==> src/rtl/anti_theft_pkg.sv <==
// Shared definitions for the anti-theft sequencer: state encodings,
// parameter-register indices and power-on time values.
package anti_theft_pkg;

    typedef enum logic [2:0] {
        S_DISARMED    = 3'd0,
        S_WAIT_OPEN   = 3'd1,
        S_WAIT_CLOSE  = 3'd2,
        S_ARM_DELAY   = 3'd3,
        S_ARMED       = 3'd4,
        S_TRIGGERED   = 3'd5,
        S_SOUND_ALARM = 3'd6,
        S_ALARM_HOLD  = 3'd7
    } state_e;

    localparam logic [1:0] P_ARM    = 2'd0;
    localparam logic [1:0] P_DRIVER = 2'd1;
    localparam logic [1:0] P_PASS   = 2'd2;
    localparam logic [1:0] P_ALARM  = 2'd3;

    localparam logic [3:0] DEFAULT_ARM    = 4'd6;
    localparam logic [3:0] DEFAULT_DRIVER = 4'd8;
    localparam logic [3:0] DEFAULT_PASS   = 4'd15;
    localparam logic [3:0] DEFAULT_ALARM  = 4'd10;

endpackage

==> src/rtl/anti_theft_timer_if.sv <==
// Link between the sequencer and the shared countdown timer.
// Handshake: start_timer is a level; interval is stable while it is high; the
// timer answers with expired (may stay high) and a one-cycle two_hz_enable.
interface anti_theft_timer_if;
    logic [3:0] interval;
    logic       start_timer;
    logic       expired;
    logic       two_hz_enable;

    modport master (
        output interval,
        output start_timer,
        input  expired,
        input  two_hz_enable
    );

    modport slave (
        input  interval,
        input  start_timer,
        output expired,
        output two_hz_enable
    );
endinterface

==> src/rtl/time_param_regs.sv <==
// Four 4-bit time parameters with one write port and a combinational read.
module time_param_regs
    import anti_theft_pkg::*;
#(
    parameter logic [3:0] ARM_INIT    = DEFAULT_ARM,
    parameter logic [3:0] DRIVER_INIT = DEFAULT_DRIVER,
    parameter logic [3:0] PASS_INIT   = DEFAULT_PASS,
    parameter logic [3:0] ALARM_INIT  = DEFAULT_ALARM
) (
    input  logic       clock,
    input  logic       reset,
    input  logic       wr_en,
    input  logic [1:0] wr_sel,
    input  logic [3:0] wr_value,
    input  logic [1:0] rd_sel,
    output logic [3:0] rd_value
);

    logic [3:0] regs [4];

    always_ff @(posedge clock or negedge reset) begin
        if (!reset) begin
            regs[P_ARM]    <= ARM_INIT;
            regs[P_DRIVER] <= DRIVER_INIT;
            regs[P_PASS]   <= PASS_INIT;
            regs[P_ALARM]  <= ALARM_INIT;
        end else if (wr_en) begin
            regs[wr_sel] <= wr_value;
        end
    end

    assign rd_value = regs[rd_sel];

endmodule

==> src/rtl/anti_theft_controller.sv <==
// Anti-theft sequencer: tracks ignition/door activity, requests countdowns
// from the shared timer and drives the siren and status LED.
module anti_theft_controller
    import anti_theft_pkg::*;
#(
    parameter logic [3:0] T_ARM_DEFAULT    = DEFAULT_ARM,
    parameter logic [3:0] T_DRIVER_DEFAULT = DEFAULT_DRIVER,
    parameter logic [3:0] T_PASS_DEFAULT   = DEFAULT_PASS,
    parameter logic [3:0] T_ALARM_DEFAULT  = DEFAULT_ALARM
) (
    input  logic                      clock,
    input  logic                      reset,
    input  logic                      ignition,
    input  logic                      door_driver,
    input  logic                      door_pass,
    input  logic                      reprogram,
    input  logic [1:0]                time_param_sel,
    input  logic [3:0]                time_value,
    anti_theft_timer_if.master        tmr,
    output logic                      siren,
    output logic                      status_led,
    output logic [2:0]                state_out
);

    state_e     state_q, state_d;
    logic [1:0] guard_q;
    logic       start_q;
    logic [3:0] interval_q;
    logic       siren_q, led_q, led_d;
    logic       load_en;
    logic [1:0] load_sel;
    logic [3:0] param_value;
    logic       any_door, expired_ok, entering, timed_d;

    time_param_regs #(
        .ARM_INIT    (T_ARM_DEFAULT),
        .DRIVER_INIT (T_DRIVER_DEFAULT),
        .PASS_INIT   (T_PASS_DEFAULT),
        .ALARM_INIT  (T_ALARM_DEFAULT)
    ) u_params (
        .clock    (clock),
        .reset    (reset),
        .wr_en    (reprogram),
        .wr_sel   (time_param_sel),
        .wr_value (time_value),
        .rd_sel   (load_sel),
        .rd_value (param_value)
    );

    assign any_door = door_driver | door_pass;
    // A sticky expired left over from the previous countdown is ignored until
    // the timer has seen start_timer high for two cycles.
    assign expired_ok = tmr.expired && (guard_q >= 2'd2);

    always_comb begin
        state_d  = state_q;
        load_en  = 1'b0;
        load_sel = P_ARM;
        if (reprogram) begin
            state_d = S_ARMED;
        end else if (ignition && state_q != S_DISARMED) begin
            state_d = S_DISARMED;
        end else begin
            case (state_q)
                S_DISARMED:   if (!ignition) state_d = S_WAIT_OPEN;
                S_WAIT_OPEN:  if (door_driver) state_d = S_WAIT_CLOSE;
                S_WAIT_CLOSE: if (!door_driver) begin
                    state_d = S_ARM_DELAY;
                    load_en = 1'b1;
                    load_sel = P_ARM;
                end
                S_ARM_DELAY: begin
                    if (any_door) state_d = S_WAIT_CLOSE;
                    else if (expired_ok) state_d = S_ARMED;
                end
                S_ARMED: begin
                    if (door_driver) begin
                        state_d = S_TRIGGERED;
                        load_en = 1'b1;
                        load_sel = P_DRIVER;
                    end else if (door_pass) begin
                        state_d = S_TRIGGERED;
                        load_en = 1'b1;
                        load_sel = P_PASS;
                    end
                end
                S_TRIGGERED:  if (expired_ok) state_d = S_SOUND_ALARM;
                S_SOUND_ALARM: if (!any_door) begin
                    state_d = S_ALARM_HOLD;
                    load_en = 1'b1;
                    load_sel = P_ALARM;
                end
                S_ALARM_HOLD: begin
                    if (any_door) state_d = S_SOUND_ALARM;
                    else if (expired_ok) state_d = S_ARMED;
                end
                default: state_d = S_ARMED;
            endcase
        end
    end

    // Reprogram counts as a fresh entry so the ARMED blink restarts dark.
    assign entering = (state_d != state_q) || reprogram;
    assign timed_d  = (state_d == S_ARM_DELAY) || (state_d == S_TRIGGERED) ||
                      (state_d == S_ALARM_HOLD);

    always_comb begin
        led_d = 1'b0;
        case (state_d)
            S_TRIGGERED, S_SOUND_ALARM, S_ALARM_HOLD: led_d = 1'b1;
            S_ARMED: led_d = entering ? 1'b0 : (led_q ^ tmr.two_hz_enable);
            default: led_d = 1'b0;
        endcase
    end

    always_ff @(posedge clock or negedge reset) begin
        if (!reset) begin
            state_q    <= S_ARMED;
            guard_q    <= 2'd0;
            start_q    <= 1'b0;
            interval_q <= 4'd0;
            siren_q    <= 1'b0;
            led_q      <= 1'b0;
        end else begin
            state_q    <= state_d;
            // Entry cycle holds start low so the timer sees a clean restart.
            start_q    <= timed_d && !entering;
            guard_q    <= start_q ? ((guard_q == 2'd3) ? 2'd3 : guard_q + 2'd1) : 2'd0;
            if (load_en) interval_q <= param_value;
            siren_q    <= (state_d == S_SOUND_ALARM) || (state_d == S_ALARM_HOLD);
            led_q      <= led_d;
        end
    end

    assign tmr.start_timer = start_q;
    assign tmr.interval    = interval_q;
    assign siren           = siren_q;
    assign status_led      = led_q;
    assign state_out       = state_q;

endmodule
==> src/flat_wrapper.sv <==
// flat-port wrapper written by rule: the top's interface ports become plain ports
module anti_theft_controller_flat import anti_theft_pkg::*;
#(
    parameter logic [3:0] T_ARM_DEFAULT    = DEFAULT_ARM,
    parameter logic [3:0] T_DRIVER_DEFAULT = DEFAULT_DRIVER,
    parameter logic [3:0] T_PASS_DEFAULT   = DEFAULT_PASS,
    parameter logic [3:0] T_ALARM_DEFAULT  = DEFAULT_ALARM
)
  (clock, reset, ignition, door_driver, door_pass, reprogram, time_param_sel, time_value, siren, status_led, state_out, tmr_interval, tmr_start_timer, tmr_expired, tmr_two_hz_enable);
  anti_theft_timer_if tmr_i ();
  input  logic clock;
  input  logic reset;
  input  logic ignition;
  input  logic door_driver;
  input  logic door_pass;
  input  logic reprogram;
  input  logic [1:0] time_param_sel;
  input  logic [3:0] time_value;
  output logic siren;
  output logic status_led;
  output logic [2:0] state_out;
  output wire logic [$bits(tmr_i.interval)-1:0] tmr_interval;
  output wire logic [$bits(tmr_i.start_timer)-1:0] tmr_start_timer;
  input wire logic [$bits(tmr_i.expired)-1:0] tmr_expired;
  input wire logic [$bits(tmr_i.two_hz_enable)-1:0] tmr_two_hz_enable;
  assign tmr_interval = tmr_i.interval;
  assign tmr_start_timer = tmr_i.start_timer;
  assign tmr_i.expired = tmr_expired;
  assign tmr_i.two_hz_enable = tmr_two_hz_enable;
  anti_theft_controller #(.T_ARM_DEFAULT(T_ARM_DEFAULT), .T_DRIVER_DEFAULT(T_DRIVER_DEFAULT), .T_PASS_DEFAULT(T_PASS_DEFAULT), .T_ALARM_DEFAULT(T_ALARM_DEFAULT)) u_core (.clock(clock), .reset(reset), .ignition(ignition), .door_driver(door_driver), .door_pass(door_pass), .reprogram(reprogram), .time_param_sel(time_param_sel), .time_value(time_value), .tmr(tmr_i), .siren(siren), .status_led(status_led), .state_out(state_out));
endmodule
==> config.mk <==
export PLATFORM = sky130hd
export DESIGN_NAME = anti_theft_controller_flat
export DESIGN_NICKNAME = d
export VERILOG_FILES = /design/src/rtl/anti_theft_pkg.sv /design/src/rtl/anti_theft_timer_if.sv /design/src/rtl/time_param_regs.sv /design/src/rtl/anti_theft_controller.sv /design/src/flat_wrapper.sv
export SDC_FILE = /design/constraint.sdc
export NUM_CORES = 1
export LEC_CHECK = 0
export BUFFER_PORTS_ARGS = -buffer_cell sky130_fd_sc_hd__buf_2
export CORE_ASPECT_RATIO = 0.6
export CORE_MARGIN = 2
export CORE_UTILIZATION = 40
export CTS_BUF_LIST = sky130_fd_sc_hd__clkbuf_2 sky130_fd_sc_hd__clkbuf_4 sky130_fd_sc_hd__clkbuf_8
export CTS_CLUSTER_DIAMETER = 60
export DETAILED_ROUTE_END_ITERATION = 10
export PLACE_DENSITY = 0.67
export SKIP_CTS_REPAIR_TIMING = 1
export SKIP_LAST_GASP = 1
export SLEW_MARGIN = 20
export SYNTH_ARGS = -nofsm -noshare
export SYNTH_HDL_FRONTEND = slang
export SYNTH_SLANG_ARGS = --single-unit
==> constraint.sdc <==
create_clock -name clock -period 1.9 [get_ports clock]
set_input_delay 0.285 -clock clock [delete_from_list [all_inputs] [get_ports clock]]
set_output_delay 0.285 -clock clock [all_outputs]
set_load 0.1 [all_outputs]
Word-level counts from Yosys, hierarchy flattened
Cells that the tools add are included.

operators by class
  add/sub/neg operators = 1
  order comparisons = 4
  equality and inequality tests = 14
  mux-type cells = 36
  bitwise logic cells = 4
  reductions and logical operators = 12

operators with widths
  cell                 number
  $mux 3               12
  $eq 3x3->1 const B   8
  $pmux 3 s8           1
  $bwmux 16            1
  $mux 2               7
  $mux 4               3
  $eq 3x2->1 const B   3
  $bmux 4 s2           1
  $demux 4 s2          1
  $mux 1               7
  $ge 3x3->1 const B   2
  $not 2->3            2
  $logic_and 1x1->1    4
  $logic_or 1x1->1     4
  $pmux 2 s2           1
  $eq 3x1->1 const B   1
  $logic_not 3->1      1
  $lt 3x1->1 const B   1
  $ne 3x3->1           1
  $pmux 1 s3           1
  $reduce_bool 3->1    1
  $reduce_or 3->1      1
  $add 2x1->2 const B  1
  $eq 2x2->1 const B   1
  5 further kinds      5

storage, ports and cells
  register bits = 28
  output and inout port bits = 10
  logic and storage cells = 81

Depth between registers and ports, before layout
Gate-level depths: netlist (run 1).

  word-level depth = 11
  mapped depth = 6
  gate-level depth less buffers = 4

Cells and area by module
From an unflattened synthesis (run 1), not the netlist that was laid out.

second synthesis, totals
  cell total of the unflattened synthesis = 104
  area, all modules = 1382.6 sq um

by module, submodules not included
  module                 times used  cells each  area each (sq um)
  time_param_regs        1           40          724.4
  anti_theft_controller  1           64          658.1

Worst setup path after synthesis (run 1)
OpenSTA, ideal clock, no wires.

  path type = reg-to-reg
  start point = register u_core.state_q[2] (netlist: u_core.state_out[2])
  end point = register u_core.interval_q[0] (netlist: u_core.tmr.interval[0])
  setup time = 0.132 ns
  arrival time = 2.071 ns
  required time = 1.768 ns
  slack = -0.303 ns
  stages on the path, launching flop included = 6
  buffers on the path = 1
  cells stage by stage = dfstp_2 -> buf_2 -> or4b_1 -> or3_1 -> o31ai_1 -> a31oi_1

on the way
  longest elaborated chain between the ends = 8
  elaborated cells on any way between the ends = 15
  those cells by class = eq/ne: 3; mux: 9; bitwise: 1; reduce/logical: 2

RTL lines
  what                                                    line                                                      text
  start: declaration                                      anti_theft_controller.sv:25                               state_e state_q, state_d;
  start signal: assignment                                anti_theft_controller.sv:125                              state_q <= state_d;
  $eq 3x3->1 / $reduce_bool 3->1 (equally long branches)  anti_theft_controller.sv:64, anti_theft_controller.sv:61
  $pmux 2 s2 / $logic_and 1x1->1 (equally long branches)  anti_theft_controller.sv:64, anti_theft_controller.sv:61
  $mux 2                                                  anti_theft_controller.sv:61                               end else if (ignition && state_q != S_DISARMED) begin
  $mux 2                                                  anti_theft_controller.sv:59                               if (reprogram) begin
  $not 2->3 (implied by the code)                         time_param_regs.sv:32                                     assign rd_value = regs[rd_sel];
  $bmux 4 s2                                              time_param_regs.sv:32
  $mux 4 (implied by the code) (2 in a row)               time_param_regs.sv:32
  end signal: assignment                                  anti_theft_controller.sv:129                              if (load_en) interval_q <= param_value;
  end: declaration                                        anti_theft_controller.sv:28                               logic [3:0] interval_q;

Parallel ways exist; a longest one is shown, timed or not. The select of a mux whose other input is x is not followed.
A chain may end at the register's enable or synchronous reset.

Worst setup path after layout (run 1)
Same ends and word-level chain as after synthesis.

==> results of run 1 <==
==> layout make-up <==
cell class / instances / area [um2]
Clock inverter: 1 / 30.0
Inverter: 5 / 18.8
Timing Repair Buffer: 29 / 160
Clock buffer: 3 / 41.3
Sequential cell: 28 / 719
Tap cell: 47 / 58.8
Fill cell: 342 / 1880
Multi-Input combinational cell: 93 / 727
==> sequential cells by signal (all words and copies together) (netlist names) <==
| name | flops |
|---|---|
| u_core.guard_q | 2 |
| u_core.siren | 1 |
| u_core.status_led | 1 |
| u_core.u_params.regs | 16 |
| u_core.state_out | 3 |
| u_core.tmr.start_timer | 1 |
| u_core.tmr.interval | 4 |
==> worst register-to-register path, stage by stage (launching register included) <==
cell and delay (ns):
dfstp_4 0.66, or4b_4 0.51, and2_1 0.20, o31ai_2 0.22
a31oi_1 0.10
==> cells in the final DEF, fill, tap and decap left out, drive strengths merged, types with 3 or more instances in the layout <==
cell and instances:
a21oi 6, o21ai 4, inv 5, buf 29, dfrtp 18, a21boi 5
dfstp 10, a31oi 4, o21a 3, and3 9, a211oi 5, mux2 16
nand2b 3, o31ai 4, clkbuf 3, and2 7
==> cells in the mapped netlist, drive strengths merged <==
cell,instances,share of area
dfrtp,18,0.30
mux2,16,0.12
dfstp,10,0.18
and3,9,0.038
and2,7,0.029
buf,7,0.033
a21oi,6,0.020
a211oi,5,0.025
a21boi,5,0.025
inv,5,0.013
a31oi,4,0.017
o21ai,4,0.013
o31ai,4,0.020
nand2b,3,0.013
o21a,3,0.015
nand3b,2,0.010
nor2,2,0.0050
nor3,2,0.0067
o2bb2ai,2,0.012
o31a,2,0.012
or4b,2,0.013
xnor2,2,0.012
a221oi,1,0.0058
a311o,1,0.0067
a41oi,1,0.0058
and3b,1,0.0058
clkbuf,1,0.0025
nand3,1,0.0033
nand4,1,0.0042
nor3b,1,0.0050
nor4b,1,0.0058
o211a,1,0.0067
o21bai,1,0.0050
or3,1,0.0042
or3b,1,0.0075
or4,1,0.0050
==> cell families (layout without fill, tap and decap cells) <==
family,count (synthesis),after routing,share of synthesized area
AOI/OAI and AO/OA,40,40,0.189
xor gates and xnor gates,2,2,0.0117
buffers and inverters,13,38,0.0476
DFF,28,28,0.476
muxes,16,16,0.120
and+or+nand+nor,35,35,0.155
==> how the worst max path moves through the flow <==
stage / from / slack [ns] / cells past startpoint / to
6_report: u_core.state_out[2]$_DFF_PN1_ / 0.1 / 4 / u_core.tmr.interval[0]$_DFFE_PN0P_
5_1_grt: u_core.state_out[2]$_DFF_PN1_ / 0.02 / 4 / u_core.tmr.interval[2]$_DFFE_PN0P_
4_1_cts: u_core.state_out[2]$_DFF_PN1_ / -0.02 / 4 / u_core.tmr.interval[0]$_DFFE_PN0P_
3_5_place_dp: u_core.state_out[2]$_DFF_PN1_ / 0.0004 / 4 / u_core.tmr.interval[0]$_DFFE_PN0P_
3_3_place_gp: u_core.state_out[2]$_DFF_PN1_ / 0.07 / 4 / u_core.tmr.interval[1]$_DFFE_PN0P_
2_1_floorplan: u_core.state_out[2]$_DFF_PN1_ / -0.11 / 5 / u_core.tmr.interval[0]$_DFFE_PN0P_
==> layer usage <==
| metal | share of wire | GRT usage | vias to the layer above | wire length [um] |
|---|---|---|---|---|
| met5 | 0 | 0 | - | 0 |
| met3 | 0.045 | 0.0355 | 4 | 150 |
| met1 | 0.53 | 0.247 | 578 | 1760 |
| met4 | 0.013 | 0.0328 | 0 | 44 |
| li1 | - | - | 554 | - |
| met2 | 0.41 | 0.235 | 22 | 1350 |
==> report_power, final <==
part	internal, mW	switching, mW
sequential	0.721	0.0575
clock	0.282	0.190
combinational	0.163	0.380
==> impl_metrics.tcl, run 1 <==
set metrics [dict create \
    cp-end-kind "register" \
    io_pins 24 \
    hold_viol_final 0 \
    hold_path_class "primary input to async pin" \
    numPortBuffers 23 \
    synth-seq-area-share 0.476 \
    die_y_um 51.4 \
    setup_viol 0 \
    insertion_delay_ns 0.27 \
    die_area_mm2 0.00427 \
    tightest_slew_ns 0.615 \
    whs_ns 0.00757 \
    drtAntennaViolNets 0 \
    timing.slew.headroom 0.590 \
    wl_per_cell_um 16.1 \
    dpl.cell_count 202 \
    crit_type "register to register" \
    clk_pin_slew_ns 0.10 \
    htreeDepth 1 \
    status "complete, no violations" \
    critPathBufInv 0 \
    fin_nets 174 \
    ir_drop_uv 735 \
    slew_viol_final 0 \
    syn2layout_area_growth_pct 17.2 \
    syn-cell-area_mm2 0.00150 \
    syn_nets 148 \
    min_period_over_period 0.950 \
    crit_path_max_incr_delay_ns 0.66 \
    r2r_setup_slack_ns 0.1 \
    dp_slack_ns 0.000391 \
    synth_seq_cells 28 \
    via_count 1158 \
    synth.avg_cell_area_um2 11.2 \
    cp_top_family "simple AND/OR/NAND/NOR gates" \
    maxCapViolCount 0 \
    grt_pass1_wl_mm 5.40 \
    fmax_mhz 554 \
    firstDrtPassIters 4 \
    drt_wl_total_mm 3.31 \
    cts.sinks 28 \
    antenna_found_initial 0 \
    core_area_mm2 0.00364 \
    r2r_end "u_core.tmr.interval[0]$_DFFE_PN0P_" \
    die_w_um 83.0 \
    rsz0062_at_grt "false" \
    yosysWarnings 0 \
    stdcell_area_mm2 0.00176 \
    place_area_mm2 0.00168 \
    root_buffer "clkbuf_8" \
    antenna_cells 0 \
    power.total_mw 1.79 \
    p_leak_nw 0.763 \
    ff2ff_path_depth 4 \
    timing.final.ws_setup_ns 0.0958 \
    min_period_ns 1.80 \
    max-clock-path-buffers 2 \
    drc 0 \
    syn_inst 134 \
    fin_cells 206 \
    crit_chain "or4b_4 > and2_1 > o31ai_2 > a31oi_1" \
    r2r-start "u_core.state_out[2]$_DFF_PN1_" \
    fin_setup_tns_ns 0 \
    grt_max_degree 29 \
    cts_buffers 3 \
    fp-row-count 17 \
    place_hpwl_mm 2.46 \
    critPathRequiredTime_ns 2.06 \
    cp-start-kind "register" \
    cpMaxStageDelayCell "dfstp_4" \
    fin_skew_ns 0.00297 \
    cp.arrival_ns 1.96 \
    finalWeightedCongestion 0.814 \
    critical_path.max_fanout 8 \
    start_util 0.412 \
    fin_util 0.483 \
    overflow 0 \
    ys_types 39 \
    powerDensity_mw_per_mm2 1020 \
    first_global_vias 1073 \
    drive_gt1_frac 0.409 \
    cts_tree "done" \
    vias_per_cell 5.62 \
    grt_usage 0.162 \
    dr.first_iter.drc_count 82 \
]
(Power assumes the default switching activity.)
==> run 2: changes to the inputs <==
Settings changed: REMOVE_ABC_BUFFERS from default to 1.
==> impl_metrics.tcl, run 2 (same netlist as run 1, synthesis figures left out) <==
set metrics [dict create \
    cts_buffers 3 \
    cp.arrival_ns 1.93 \
    drive_gt1_frac 0.384 \
    fin_nets 174 \
    cp_top_family "simple AND/OR/NAND/NOR gates" \
    finalWeightedCongestion 0.813 \
    die_y_um 51.4 \
    drc 0 \
    power.share.clock 0.267 \
    min_period_ns 1.77 \
    crit_type "register to register" \
    rsz0062_at_grt "false" \
    drt_wl_total_mm 3.22 \
    slew_viol_final 0 \
    critPathBufInv 0 \
    power.switching_mw 0.625 \
    r2r_setup_slack_ns 0.13 \
    cts.sinks 28 \
    power_frac_seq 0.433 \
    cp-start-kind "register" \
    via_count 1080 \
    die_area_mm2 0.00427 \
    p_leak_nw 0.762 \
    crit_chain "or4b_1 > or3_1 > o31ai_1 > a31oi_1" \
    hold_path_class "primary input to async pin" \
    layout_commonest_cell "buf_2" \
    vias_per_cell 5.24 \
    dr.first_iter.drc_count 128 \
    fin_skew_ns 0.00400 \
    dpl.cell_count 202 \
    numPortBuffers 23 \
    top_register "u_core.u_params.regs" \
    swShare 0.350 \
    comb_power_share 0.300 \
    cpMaxStageDelayCell "dfstp_2" \
    powerDensity_mw_per_mm2 1030 \
    critPathRequiredTime_ns 2.06 \
    insertion_delay_ns 0.28 \
    place_hpwl_mm 2.48 \
    syn2layout_area_growth_pct 16.1 \
    max-clock-path-buffers 2 \
    largest_reg_flops 16 \
    fp-row-count 17 \
    root_buffer "clkbuf_8" \
    antenna_found_initial 0 \
    hold_viol_final 0 \
    start_util 0.412 \
    die_w_um 83.0 \
    layout_common_cells "23 x buf_2, 18 x dfrtp_1, 16 x mux2_2" \
    crit_path_max_incr_delay_ns 0.59 \
    grt_usage 0.167 \
    grt_max_degree 29 \
    drtAntennaViolNets 0 \
    first_global_vias 1068 \
    min_period_over_period 0.930 \
    htreeDepth 1 \
    wl_per_cell_um 15.6 \
    cts_tree "done" \
    firstDrtPassIters 4 \
    core_area_mm2 0.00364 \
    overflow 0 \
    timing.slew.headroom 0.592 \
    fill_cells 334 \
    io_pins 24 \
    clk_pin_slew_ns 0.10 \
    fin_cells 206 \
    fmax_mhz 566 \
    grt_pass1_wl_mm 5.42 \
    p_int_mw 1.16 \
    setup_viol 0 \
    cp-end-kind "register" \
    tightest_slew_ns 0.613 \
    ir_drop_uv 700 \
    place_area_mm2 0.00166 \
    antenna_cells 0 \
    status "complete, no violations" \
    stdcell_area_mm2 0.00174 \
    critical_path.max_fanout 8 \
    maxCapViolCount 0 \
]
-- run 2: cell types whose count changed in the layout (fill, tap and decap cells not counted) --
cell / previous run / this run
dfrtp_1: 16 / 18
dfrtp_2: 2 / 0
dfstp_2: 9 / 10
dfstp_4: 1 / 0
o31ai_1: 3 / 4
o31ai_2: 1 / 0
or3_1: 0 / 1
or3_4: 1 / 0
-- run 2: path summary, 6_finish.rpt --
path	start	to	cells after the start
max	u_core.state_out[2]$_DFF_PN1_	u_core.tmr.interval[1]$_DFFE_PN0P_	4
min	reset	u_core.tmr.start_timer$_DFF_PN0_	1
max reg2reg	u_core.state_out[2]$_DFF_PN1_	u_core.tmr.interval[1]$_DFFE_PN0P_	4
min reg2reg	u_core.guard_q[0]$_DFF_PN0_	u_core.guard_q[0]$_DFF_PN0_	1
max in group asynchronous	reset	u_core.tmr.interval[2]$_DFFE_PN0P_	1
min in group clock	time_value[2]	u_core.u_params.regs[14]$_DFFE_PN1P_	2
-- run 2: worst reg2reg max path: cells and delay by family (launching register included) --
kind / cells / cell delay [ns]
and+or+nand+nor: 2 / 0.84
DFF: 1 / 0.59
AOI/OAI and AO/OA: 2 / 0.21
-- run 2: metrics by stage --
stage	worst slack (ns)	setup TNS (ns)	total power, mW	utilization	hold slack (ns)
floorplan	-0.309	-1.56	1.19	-	-0.0106
global placement	0.119	0	1.31	0.458	0.322
detailed placement	0.0724	0	1.32	0.458	0.333
CTS	0.0560	0	1.80	0.477	0.0220
global route	0.0335	0	1.88	0.478	0.0369
finish	0.134	0	1.79	0.478	0.00596
-- run 2: final cells by class --
cell class / count / area [um2] / area share
inverter: 5 / 18.8 / 0.0108
clock buffer: 3 / 41.3 / 0.0237
multi-input combinational: 93 / 717 / 0.412
timing repair buffer: 29 / 160 / 0.0921
sequential: 28 / 713 / 0.410
clock inverter: 1 / 30.0 / 0.0173
tap: 47 / 58.8 / 0.0338
-- run 2: per-layer routing --
layer  up-vias  track usage  share of wire
met5         -            0              0
met4         0       0.0246         0.0025
met3         2       0.0565          0.056
met2        25        0.219           0.38
met1       501        0.261           0.56
li1        552            -              -
-- run 2: power groups by stage --
stage                     registers (mW)  logic (mW)  clock network [mW]
after detailed placement           0.785       0.537                   0
after global placement             0.779       0.529                   0
after global routing               0.786       0.576               0.518
final                              0.773       0.537               0.477
after floorplan                     1.01       0.178                   0
after CTS                          0.773       0.538               0.488
